$ cat src/rtl/bombjack_dl_pkg.sv
// Shared types and constants for the Bomb Jack ROM download arbiter:
// FSM states, the address-region table, the FIFO entry layout and defaults.
package bombjack_dl_pkg;

  localparam int DEFAULT_DEPTH       = 4;
  localparam int DEFAULT_HOLD_CYCLES = 16;

  typedef enum logic [1:0] {
    ST_IDLE  = 2'd0,
    ST_LOAD  = 2'd1,
    ST_DRAIN = 2'd2,
    ST_HOLD  = 2'd3
  } state_t;

  // Contiguous ROM regions; each entry is [base, last] inclusive.
  localparam int NUM_REGIONS = 4;
  localparam logic [24:0] REGION_BASE [NUM_REGIONS] = '{
    25'h00000, 25'h0E000, 25'h10000, 25'h16000
  };
  localparam logic [24:0] REGION_LAST [NUM_REGIONS] = '{
    25'h0DFFF, 25'h0FFFF, 25'h15FFF, 25'h17FFF
  };
  // First byte address beyond every region; such bytes are discarded.
  localparam logic [24:0] ADDR_LIMIT = 25'h18000;

  // One queued write, decoded at push time (27 bits).
  typedef struct packed {
    logic [1:0]  region;
    logic [16:0] offset;
    logic [7:0]  data;
  } entry_t;

  // Map a loader byte onto (region, offset). The caller filters out-of-range
  // addresses, so the "no region found" case only yields a don't-care entry.
  function automatic entry_t decode_entry(input logic [24:0] addr,
                                          input logic [7:0]  data);
    entry_t e;
    logic   found;
    e      = '0;
    e.data = data;
    found  = 1'b0;
    for (int i = 0; i < NUM_REGIONS; i++) begin
      if (!found && addr <= REGION_LAST[i]) begin
        found    = 1'b1;
        e.region = 2'(i);
        e.offset = 17'(addr - REGION_BASE[i]);
      end
    end
    return e;
  endfunction

endpackage

$ cat src/rtl/bombjack_dl_fifo.sv
// Synchronous show-ahead FIFO of decoded write entries. The head entry is
// visible on 'head' whenever 'empty' is low; 'pop' retires it.
module bombjack_dl_fifo
  import bombjack_dl_pkg::*;
#(
  parameter int DEPTH = DEFAULT_DEPTH
) (
  input  logic                   clk_sys,
  input  logic                   reset,
  input  logic                   push,
  input  entry_t                 push_data,
  input  logic                   pop,
  output entry_t                 head,
  output logic                   empty,
  output logic                   full,
  output logic [$clog2(DEPTH):0] count
);

  localparam int AW = $clog2(DEPTH);
  localparam int CW = AW + 1;

  entry_t          mem [DEPTH];
  logic [AW-1:0]   wr_ptr;
  logic [AW-1:0]   rd_ptr;
  logic            do_push;
  logic            do_pop;

  assign empty   = (count == '0);
  assign full    = (count == CW'(DEPTH));
  assign do_push = push && !full;
  assign do_pop  = pop && !empty;
  assign head    = mem[rd_ptr];

  // Storage write.
  // NOTE: the data array has no reset; validity is tracked by count/pointers,
  // so clearing it would only cost reset routing.
  always_ff @(posedge clk_sys) begin
    if (do_push) mem[wr_ptr] <= push_data;
  end

  // Pointers and occupancy; a simultaneous push and pop leaves count unchanged.
  // NOTE: sequential state uses non-blocking assignments so every register
  // samples pre-edge values regardless of statement order.
  always_ff @(posedge clk_sys or posedge reset) begin
    if (reset) begin
      wr_ptr <= '0;
      rd_ptr <= '0;
      count  <= '0;
    end else begin
      if (do_push) wr_ptr <= wr_ptr + 1'b1;
      if (do_pop)  rd_ptr <= rd_ptr + 1'b1;
      case ({do_push, do_pop})
        2'b10:   count <= count + 1'b1;
        2'b01:   count <= count - 1'b1;
        default: count <= count;
      endcase
    end
  end

endmodule

$ cat src/rtl/bombjack_dl_arbiter.sv
// Download arbiter: accepts loader bytes, decodes them into ROM regions,
// queues them for the ROM targets and holds the game core in reset until
// the download has been committed and a settling period has elapsed.
module bombjack_dl_arbiter
  import bombjack_dl_pkg::*;
#(
  parameter int DEPTH       = DEFAULT_DEPTH,
  parameter int HOLD_CYCLES = DEFAULT_HOLD_CYCLES
) (
  input  logic        clk_sys,
  input  logic        reset,
  input  logic        ioctl_download,
  input  logic        ioctl_wr,
  input  logic [24:0] ioctl_addr,
  input  logic [7:0]  ioctl_dout,
  output logic        ioctl_wait,
  output logic        wr_req,
  output logic [1:0]  wr_region,
  output logic [16:0] wr_addr,
  output logic [7:0]  wr_data,
  input  logic        wr_ack,
  output logic        core_reset,
  output logic        dl_done,
  output logic [7:0]  drop_count
);

  localparam int CW = $clog2(DEPTH) + 1;
  localparam int HW = $clog2(HOLD_CYCLES + 1);
  localparam logic [HW-1:0] HOLD_INIT = HW'(HOLD_CYCLES);

  state_t        state;
  state_t        state_next;
  logic [HW-1:0] hold_cnt;
  logic [CW-1:0] fifo_count;
  logic          fifo_empty;
  logic          fifo_full;
  entry_t        head;
  entry_t        push_entry;
  logic          strobe;
  logic          in_range;
  logic          push;
  logic          drop;
  logic          pop;
  logic          load_entry;

  // Strobes only count while loading; out-of-range or overflow bytes drop.
  assign strobe     = (state == ST_LOAD) && ioctl_wr;
  assign in_range   = (ioctl_addr < ADDR_LIMIT);
  assign push       = strobe && in_range && !fifo_full;
  assign drop       = strobe && (!in_range || fifo_full);
  assign pop        = wr_ack && !fifo_empty;
  assign push_entry = decode_entry(ioctl_addr, ioctl_dout);
  assign load_entry = (state_next == ST_LOAD) && (state != ST_LOAD);

  bombjack_dl_fifo #(.DEPTH(DEPTH)) u_fifo (
    .clk_sys   (clk_sys),
    .reset     (reset),
    .push      (push),
    .push_data (push_entry),
    .pop       (pop),
    .head      (head),
    .empty     (fifo_empty),
    .full      (fifo_full),
    .count     (fifo_count)
  );

  // Target-side view of the FIFO head; reset empties the FIFO asynchronously.
  assign wr_req     = !fifo_empty;
  assign wr_region  = head.region;
  assign wr_addr    = head.offset;
  assign wr_data    = head.data;
  assign ioctl_wait = (fifo_count >= CW'(DEPTH - 1));

  // State register; reset parks the FSM in HOLD so the core stays in reset.
  always_ff @(posedge clk_sys or posedge reset) begin
    if (reset) state <= ST_HOLD;
    else       state <= state_next;
  end

  // Next-state logic; a new download pre-empts DRAIN and HOLD.
  always_comb begin
    // NOTE: default assignment first keeps this block free of inferred latches.
    state_next = state;
    unique case (state)
      ST_IDLE:  if (ioctl_download) state_next = ST_LOAD;
      ST_LOAD:  if (!ioctl_download) state_next = ST_DRAIN;
      ST_DRAIN: begin
        if (ioctl_download)  state_next = ST_LOAD;
        else if (fifo_empty) state_next = ST_HOLD;
      end
      ST_HOLD: begin
        if (ioctl_download)            state_next = ST_LOAD;
        else if (hold_cnt <= HW'(1))   state_next = ST_IDLE;
      end
      default: state_next = ST_HOLD;
    endcase
  end

  // Output decode: the core runs only when idle.
  always_comb begin
    core_reset = (state != ST_IDLE);
  end

  // Hold counter: HOLD lasts HOLD_CYCLES cycles, reaching 0 on exit to IDLE.
  always_ff @(posedge clk_sys or posedge reset) begin
    if (reset)                                          hold_cnt <= HOLD_INIT;
    else if (state_next == ST_LOAD)                     hold_cnt <= '0;
    else if (state == ST_DRAIN && state_next == ST_HOLD) hold_cnt <= HOLD_INIT;
    else if (state == ST_HOLD && hold_cnt != '0)        hold_cnt <= hold_cnt - 1'b1;
  end

  // Sticky completion flag, set on HOLD->IDLE and cleared by a new download.
  always_ff @(posedge clk_sys or posedge reset) begin
    if (reset)                                         dl_done <= 1'b0;
    else if (load_entry)                               dl_done <= 1'b0;
    else if (state == ST_HOLD && state_next == ST_IDLE) dl_done <= 1'b1;
  end

  // Saturating count of discarded bytes for the current download.
  always_ff @(posedge clk_sys or posedge reset) begin
    if (reset)                              drop_count <= 8'd0;
    else if (load_entry)                    drop_count <= 8'd0;
    else if (drop && drop_count != 8'hFF)   drop_count <= drop_count + 8'd1;
  end

endmodule

$ cat config.mk
export PLATFORM = sky130hd
export DESIGN_NAME = bombjack_dl_arbiter
export DESIGN_NICKNAME = d
export VERILOG_FILES = /design/src/rtl/bombjack_dl_pkg.sv /design/src/rtl/bombjack_dl_fifo.sv /design/src/rtl/bombjack_dl_arbiter.sv
export SDC_FILE = /design/constraint.sdc
export NUM_CORES = 1
export LEC_CHECK = 0
export CORE_MARGIN = 2
export CORE_UTILIZATION = 55
export DETAILED_ROUTE_END_ITERATION = 7
export PLACE_DENSITY = 0.77
export SLEW_MARGIN = 15
export SYNTH_ARGS = -nofsm -noshare
export SYNTH_HDL_FRONTEND = slang
export SYNTH_SLANG_ARGS = --single-unit
$ cat constraint.sdc
create_clock -name clk_sys -period 3 [get_ports clk_sys]
set_clock_uncertainty 0.15 [all_clocks]
set_input_delay 0.6 -clock clk_sys [delete_from_list [all_inputs] [get_ports clk_sys]]
set_output_delay 0.6 -clock clk_sys [all_outputs]
set_load 0.02 [all_outputs]
# == After elaboration in Yosys (flattened, before gate mapping) ==
# Memory sizes are Yosys's and may differ from the RTL's.
# Cells that the tools add are included.
# word_totals
reg_bits,23
ramBits,108
input_bits,38
out_inout_bits,39
wordCells,89
memories,1
# memory_table
name,depth,width,read_ports,rd_clocked_by_memory_dff,wr,line_no,text
u_fifo.mem,4,27,1,0,1,bombjack_dl_fifo.sv:22,entry_t mem [DEPTH];
# op_classes
n_addsub,9
n_lt_le_gt_ge,7
eq_ne,10
muxes,24
n_reduce_logical,31
# op_table
operator,n
$le A25 B16 Y1 const B,2
$le A25 B17 Y1 const B,2
$mux W19,2
$sub A17 B17 Y17 const B,2
$lt A25 B17 Y1 const B,1
$mux W18,1
$mux W17,1
$sub A17 B16 Y17 const B,1
$mux W8,2
$logic_and A1 B1 Y1,15
$mux W5,3
$mux W2,6
$add A8 B1 Y8 const B,1
$eq A2 B2 Y1 const B,4
$ne A8 B8 Y1 const B,1
$pmux W2 S4,1
$reduce_bool A2 Y1,4
$mux W1,7
$eq A2 B1 Y1 const B,3
$logic_not A1 Y1,6
$pmux W3 S2,1
$le A5 B1 Y1 const B,1
$reduce_bool A5 Y1,1
$sub A5 B1 Y5 const B,1
10 further kinds,12

# == Logic depth before layout (Yosys ltp) ==
# Gate-level depths: netlist of the first run.
# depth
depth_word,11
depth_mapped,11
depth_no_buf,10

# == Hierarchy ==
# A second synthesis of the first run with hierarchy kept.
# hier_totals
cells_unflattened,337
area_unflattened_um2,5671.7
# by_module_without_submodules
mod,instances,cells_each,area_each_um2
bombjack_dl_fifo,1,179,4334.2
bombjack_dl_arbiter,1,158,1337.5

# == Least setup slack after synthesis of the first run ==
# Ideal clock, no wire load.
# synth_timing
path_kind,input to register
startpoint,input ioctl_addr[22]
endpoint,"memory u_fifo.mem[0][0] (netlist name), enable pin"
setup_ps,386
t_arrival_ps,2301
t_required_ps,2464
slack_ps,162
cell_stages,4
n_path_buf,0
cell_sequence,nor4_2 o211ai_1 nor3_2 and2_1
# synth_between
elab_chain_len,6
# synth_lines
element,line_no,text
"start, declared",bombjack_dl_arbiter.sv:14,"input logic [24:0] ioctl_addr,"
$lt A25 B17 Y1,bombjack_dl_arbiter.sv:48,assign in_range = (ioctl_addr < ADDR_LIMIT);
$logic_and A1 B1 Y1 (2 in a row),bombjack_dl_arbiter.sv:49,assign push = strobe && in_range && !fifo_full;
$logic_and A1 B1 Y1,bombjack_dl_fifo.sv:30,assign do_push = push && !full;
$mux W1,bombjack_dl_fifo.sv:38,if (do_push) mem[wr_ptr] <= push_data;
$mux W1 (implied by the code),bombjack_dl_fifo.sv:38,
"end, declared",bombjack_dl_fifo.sv:22,
# No other way between the ends.

# == Final worst setup path of the first run ==
# layout_timing
startpoint,register u_fifo.rd_ptr[0]
endpoint,output wr_addr[11]
# layout_between
elab_chain_len,1
# layout_lines
element,line_no,text
"start, declared",bombjack_dl_fifo.sv:24,logic [AW-1:0] rd_ptr;
"start signal, assigned",bombjack_dl_fifo.sv:51,if (do_pop) rd_ptr <= rd_ptr + 1'b1;
$mem_v2 Z4 W27,n/a,
"end, declared",bombjack_dl_arbiter.sv:19,"output logic [16:0] wr_addr,"
# No other way between the ends.

==> flow_summary_export.csv, run 1 <==
group,metric,value,unit
run_status,outcome,"finished, final reports clean",
synth,syn_area_per_cell,16.6,um2
synth,ys_seq_elements,131,
placement,io_buffers,76,
pwr,ir_drop,463,uV
cells_and_area,syn_to_final_growth,31.8,%
synth,yosysSeqAreaShare,0.679,
cells_and_area,final_core_util,0.752,
cells_and_area,drive_gt1_frac,0.231,
detailed_routing,viasPerCell,5.74,
global_routing,grt_usage,0.221,
floorplanning,core-area,9860,um2
synth,synth_flop_cell,"edfxtp_1",
placement,gp_congestion,0.878,
synth,netlist_area,5630,um2
timing,slew_viol_final,0,
timing,worstMarginPinSlew,686,ps
timing,relSlewSlack,0.542,
global_routing,overflow,0,
cts,clk_pin_slew,60,ps
detailed_routing,vias,3429,
cells_and_area,n_antenna_cell,0,
cts,clkLatencyLatePin,520,ps
setup_path,slowest_delay,550,ps
detailed_routing,ant_nets,0,
global_routing,grt_pass1_wl,18100,um
placement,post-dp-hpwl,7050,um
timing,period_share,0.974,
synth,yosysMostFrequentCell,"edfxtp_1",
synth,synth.distinct_cells,52,
cts,cts_made_buffers,17,
flow_run,maxCapViolations,0,
synth,synth_edf_count,108,
detailed_routing,routed.top_layer,"met4",
detailed_routing,wl_per_cell,19.2,um
detailed_routing,wl,11500,um
global_routing,grt_max_degree,28,
timing,hold_viol_final,0,
synth,synth_top_area_frac,0.576,
detailed_routing,drc,0,
timing,setup_violations,0,
pwr,cellPowerDensity,822,nW/um2
floorplanning,initial_core_util,0.571,
setup_path,crit_slowest_cell,"clkdlybuf4s50_1",
detailed_routing,route.met2.wl,6000,um
setup_path,startpoint_type,"register",
cts,cts_buffer_depth,2,
synth,synth.largest_area_cell,"edfxtp_1",
synth,synthArstFlopShare,0.176,
timing,whs,331,ps
timing,fin_crit,2920,ps
detailed_routing,wl_met1,4500,um
cells_and_area,fill_cells,577,
setup_path,required,2250,ps
cts,postCtsHoldBufs,0,
synth,synth_nets,390,
cts,clock-sinks,131,
cts,cts_max_level,4,
timing,fmax,342,MHz
setup_path,r2r_start,"u_fifo.count[1]$_DFFE_PP0P_",
setup_path,reg2regPathDepth,7,
floorplanning,io_pins,77,
floorplanning,die-area,11100,um2
synth,yosysWarnings,0,
cts,cts_tree,"done",
setup_path,end_kind,"primary output",
cells_and_area,final_cells,597,
floorplanning,die_x,105,um
placement,dp.cells,563,
detailed_routing,wl_met3,717,um
global_routing,grt_pass1_vias,3509,
cells_and_area,final_net_count,501,
setup_path,rrSetupSlack,800,ps
pwr,p_leak,0.00271,uW
synth,synthTopCellsByCount,"108 x edfxtp_1, 27 x mux4_2, 21 x nor2_1, 20 x dfrtp_1, 18 x inv_1",
setup_path,worst_ep_arrival_time,2170,ps
setup_path,path_max_fanout,4,
setup_path,timing.rr.end,"u_fifo.count[1]$_DFFE_PP0P_",
floorplanning,die_height,105,um
placement,dpl_cell_area,6770,um2
cells_and_area,finish.instance_area,7420,um2
cts,root_buffer,"clkbuf_8",
setup_path,path_cells,"buf_4 > mux4_2 > clkdlybuf4s50_1",
detailed_routing,first_pass_iters,5,
hold_path,min_path_type,"in -> async",
synth,ys_top_cells_by_area,"edfxtp_1 58%, mux4_2 11%, dfrtp_1 8.9%",
setup_path,path_class,"reg -> out",
timing,rsz0062_at_grt,"false",
floorplanning,rows,36,
global_routing,antenna_found_initial,0,
detailed_routing,drt_iter0_drc,168,
synth,syn-instance-count,340,
## stage by stage
stage                     TNS, ps  worst slack (ps)  total power (uW)
after floorplan                 0               162              3270
after global placement          0              15.1              4010
after detailed placement    -1770             -53.7              4040
after CTS                       0              1.22              6170
after global routing            0              1.76              6360
final                           0              79.3              6100
## cells by family after synthesis
kind of cell | Yosys count | synth area share
AND/OR/NAND/NOR | 83 | 0.0827
flip-flops | 131 | 0.679
AO/OA/AOI/OAI | 38 | 0.0480
adder cells (fa/ha/maj) | 12 | 0.0280
multiplexers | 30 | 0.114
XOR/XNOR | 17 | 0.0264
buffers and inverters | 29 | 0.0218
## power breakdown
group | leakage, uW | total [uW] | switching, uW | internal, uW
sequential | 0.00121 | 2140 | 95.7 | 2050
combinational | 0.00120 | 1790 | 883 | 903
clock | 0.000299 | 2170 | 747 | 1420
total | 0.00271 | 6100 | 1730 | 4370
## sequential cells by signal, indices dropped and copies added, names as in the netlist
signal	cells
drop_count	8
state	2
u_fifo.rd_ptr	2
dl_done	1
u_fifo.wr_ptr	2
hold_cnt	5
u_fifo.mem	108
u_fifo.count	3
## how the worst max path moves through the flow
stage	start	endpoint	depth (start not counted)	slack, ps
after floorplan	ioctl_addr[22]	u_fifo.mem[0][0]$_DFFE_PP_	4	160
after global placement	ioctl_addr[12]	u_fifo.mem[0][9]$_DFFE_PP_	7	20
after detailed placement	ioctl_addr[12]	u_fifo.mem[2][8]$_DFFE_PP_	7	-50
after CTS	u_fifo.rd_ptr[0]$_DFFE_PP0P_	wr_addr[7]	3	1
after global routing	u_fifo.rd_ptr[0]$_DFFE_PP0P_	wr_addr[11]	3	2
final	u_fifo.rd_ptr[0]$_DFFE_PP0P_	wr_addr[11]	3	80
## cell type report
class	instances	area, um2	area share
clock buffer	17	414	0.0558
clock inverter	15	213	0.0287
inverter	18	67.6	0.00911
multi-input combinational	180	1690	0.227
sequential	131	3820	0.515
tap	133	166	0.0224
timing repair buffer	103	1050	0.141
## metal layers
layer | GRT usage | vias to the layer above
met5 | 0 | -
met4 | 0.110 | 0
met3 | 0.0605 | 28
met2 | 0.374 | 136
met1 | 0.258 | 1733
li1 | - | 1532
## layout by cell type (no fill, tap or decap), types with 5 or more instances in the layout
cell,netlist,layout
edfxtp_1,108,108
clkdlybuf4s50_1,0,54
mux4_2,27,27
nor2_1,21,21
buf_4,0,21
dfrtp_1,20,19
inv_1,18,18
clkbuf_16,0,16
and2_1,14,14
nand2_1,14,14
dlygate4sd2_1,0,12
ha_1,11,11
xor2_1,10,10
dlymetal6s2s_1,0,10
xnor2_1,7,7
a21oi_1,7,7
o21ai_0,7,7
buf_12,0,6
nand4_1,5,5
bufinv_16,0,5
## what timing repair did
action,in CTS,in global routing
buffers inserted,2,0
setup endpoints to repair,23,10
gates resized for setup,12,10
## critical path: cells and delay by family (launching register included)
kind	cells	cell delay [ps]
DFF	1	440
buffers and inverters	2	720
muxes	1	490
Power figures use the tool's default switching activity.
==> run 2, diff against run 1 <==
--- a/config.mk
+++ b/config.mk
@@ -8,7 +8,9 @@
 export CORE_MARGIN = 2
 export CORE_UTILIZATION = 55
 export DETAILED_ROUTE_END_ITERATION = 7
+export MAX_ROUTING_LAYER = met4
 export PLACE_DENSITY = 0.77
+export RECOVER_POWER = 25
 export SLEW_MARGIN = 15
 export SYNTH_ARGS = -nofsm -noshare
 export SYNTH_HDL_FRONTEND = slang
==> run 2 against run 1 <==
Setup slack worse by 3.0 ps. Cell count fell by 0.50%. Register-to-register slack worse by 70 ps. Hold slack better by 54 ps. Die area stayed put. Non-clock buffer count down 3. Power decreased by 1.9%. Final area shrank 0.62%. Sequential share of layout area up 0.34 points. Sequential cell count did not move. Clock-buffer cell count did not move. Combinational power about the same. Critical endpoint is now wr_addr[15].
==> flow_summary_export.csv, run 2 (synthesis gave the netlist of run 1 again) <==
group,metric,value,unit
timing,hold_viol_final,0,
setup_path,path_depth,3,
floorplanning,die-area,11100,um2
global_routing,grt_usage,0.225,
cts,root_buffer,"clkbuf_8",
timing,fin_crit,2920,ps
cells_and_area,largest_reg_flops,108,
timing,slew_viol_final,0,
cells_and_area,reg.largest.list,"u_fifo.mem x108, drop_count x8, hold_cnt x5",
cells_and_area,final_net_count,498,
cts,cts_made_buffers,17,
setup_path,path_max_fanout,9,
global_routing,grt_max_degree,28,
placement,dp.cells,560,
setup_path,reg2regPathDepth,9,
cells_and_area,finish.instance_area,7370,um2
cells_and_area,drive_gt1_frac,0.219,
cells_and_area,fill_cells,602,
setup_path,crit_slowest_cell,"clkdlybuf4s50_1",
detailed_routing,drc,0,
setup_path,rrSetupSlack,730,ps
setup_path,required,2250,ps
placement,dpl_cell_area,6760,um2
flow_run,maxCapViolations,0,
pwr,p_leak,0.00270,uW
global_routing,grt.busiest_layer,"met2",
global_routing,grt_pass1_vias,3561,
timing,period_share,0.975,
setup_path,path_cells,"buf_12 > mux4_2 > clkdlybuf4s50_1",
cts,clock-sinks,131,
floorplanning,rows,36,
cells_and_area,syn_to_final_growth,30.9,%
setup_path,end_kind,"primary output",
floorplanning,core-area,9860,um2
detailed_routing,viasPerCell,5.65,
run_status,outcome,"finished, final reports clean",
setup_path,cp_top_family,"buffers and inverters",
global_routing,met1_usage,0.275,
cts,clkLatencyLatePin,520,ps
setup_path,startpoint_type,"register",
timing,setup_violations,0,
detailed_routing,drt_iter0_drc,220,
cells_and_area,top_register,"u_fifo.mem",
global_routing,antenna_found_initial,0,
hold_path,min_path_type,"reg -> reg",
timing,worstMarginPinSlew,746,ps
floorplanning,die_height,105,um
global_routing,met2_usage,0.363,
detailed_routing,ant_nets,0,
cts,cts_max_level,4,
timing,whs,385,ps
floorplanning,io_pins,77,
placement,post-dp-hpwl,6960,um
cts,cts_buffer_depth,2,
global_routing,overflow,0,
cells_and_area,n_antenna_cell,0,
pwr,cellPowerDensity,812,nW/um2
cells_and_area,final_cell_mix,"108 x edfxtp_1, 41 x clkdlybuf4s50_1, 27 x mux4_2",
global_routing,grt_pass1_wl,18000,um
timing,rsz0062_at_grt,"false",
detailed_routing,first_pass_iters,5,
setup_path,path_class,"reg -> out",
pwr,p_total,5980,uW
placement,gp_congestion,0.848,
detailed_routing,wl_per_cell,19.0,um
floorplanning,initial_core_util,0.571,
hold_path,whs_path_depth,2,
cells_and_area,final_common_cell,"edfxtp_1",
setup_path,worst_ep_arrival_time,2170,ps
floorplanning,die_x,105,um
placement,io_buffers,76,
timing,fmax,342,MHz
cts,clk_pin_slew,60,ps
detailed_routing,vias,3358,
detailed_routing,wl,11300,um
timing,relSlewSlack,0.503,
global_routing,met3_usage,0.0512,
setup_path,crit_buf_inv,2,
pwr,ir_drop,489,uV
cells_and_area,final_cells,594,
setup_path,slowest_delay,550,ps
cts,cts_tree,"done",
-- run 2: cell count changes in the layout (fill, tap and decap cells not counted), sizes merged --
cell / before / now
buf: 27 / 22
dlygate4sd2: 12 / 8
bufinv: 5 / 3
clkbuf: 17 / 19
clkdlybuf4s50: 54 / 41
clkinvlp: 3 / 4
dlymetal6s2s: 10 / 13
dlygate4sd3: 0 / 14
inv: 19 / 20
-- run 2: final timing paths --
kind / start / to
setup reg to reg: u_fifo.count[0]$_DFFE_PP0P_ / u_fifo.count[2]$_DFFE_PP0P_
hold / removal: state[1]$_DFF_PP1_ / state[0]$_DFF_PP1_
setup / recovery: u_fifo.rd_ptr[0]$_DFFE_PP0P_ / wr_addr[15]
hold reg to reg: state[1]$_DFF_PP1_ / state[0]$_DFF_PP1_
min in group asynchronous: reset / dl_done$_DFFE_PP0P_
max in group asynchronous: reset / u_fifo.rd_ptr[1]$_DFFE_PP0P_
-- run 2: worst register-to-register path, stage by stage, from the launching register on --
cell and delay (ps):
dfrtp_1 420, nor3_1 350, inv_1 130, and2_0 250, ha_1 240, inv_1 70
fa_1 170, xor2_1 150, nor2_1 70, xor2_1 140
-- run 2: timing repair --
item,in CTS,in global routing
resized for setup,8,14
endpoints found under the hold margin,0,0
hold buffers,0,0
buffers inserted,2,0
endpoints found under the setup margin,23,14
-- run 2: power breakdown --
group          internal (uW)  switching, uW  total [uW]  leakage [uW]
registers               2050            108        2150       0.00121
clock network           1270            779        2050      0.000278
logic                    916            866        1780       0.00121
-- run 2: per-stage QoR --
stage | util | setup TNS [ps] | setup WS (ps)
final | 0.747 | 0 | 76.3
after global routing | 0.747 | 0 | 0.0659
after CTS | 0.746 | 0 | 3.00
after detailed placement | 0.685 | -1930 | -57.2
after global placement | 0.685 | 0 | 3.80
after floorplan | - | 0 | 162
-- run 2: routing by layer --
metal / routed length (um) / vias to the layer above
met3: 561 / 24
met4: 250 / 0
li1: - / 1527
met1: 4810 / 1672
met5: 0 / -
met2: 5680 / 135
-- run 2: layout make-up --
cell class	instances	area (um2)	share of cell area
inverters	18	67.6	0.00916
multi-input cells	180	1670	0.227
repair buffers	100	1040	0.142
flip-flops and latches	131	3820	0.519
well taps	133	166	0.0226
clock buffers	17	414	0.0562
clock inverters	15	181	0.0246
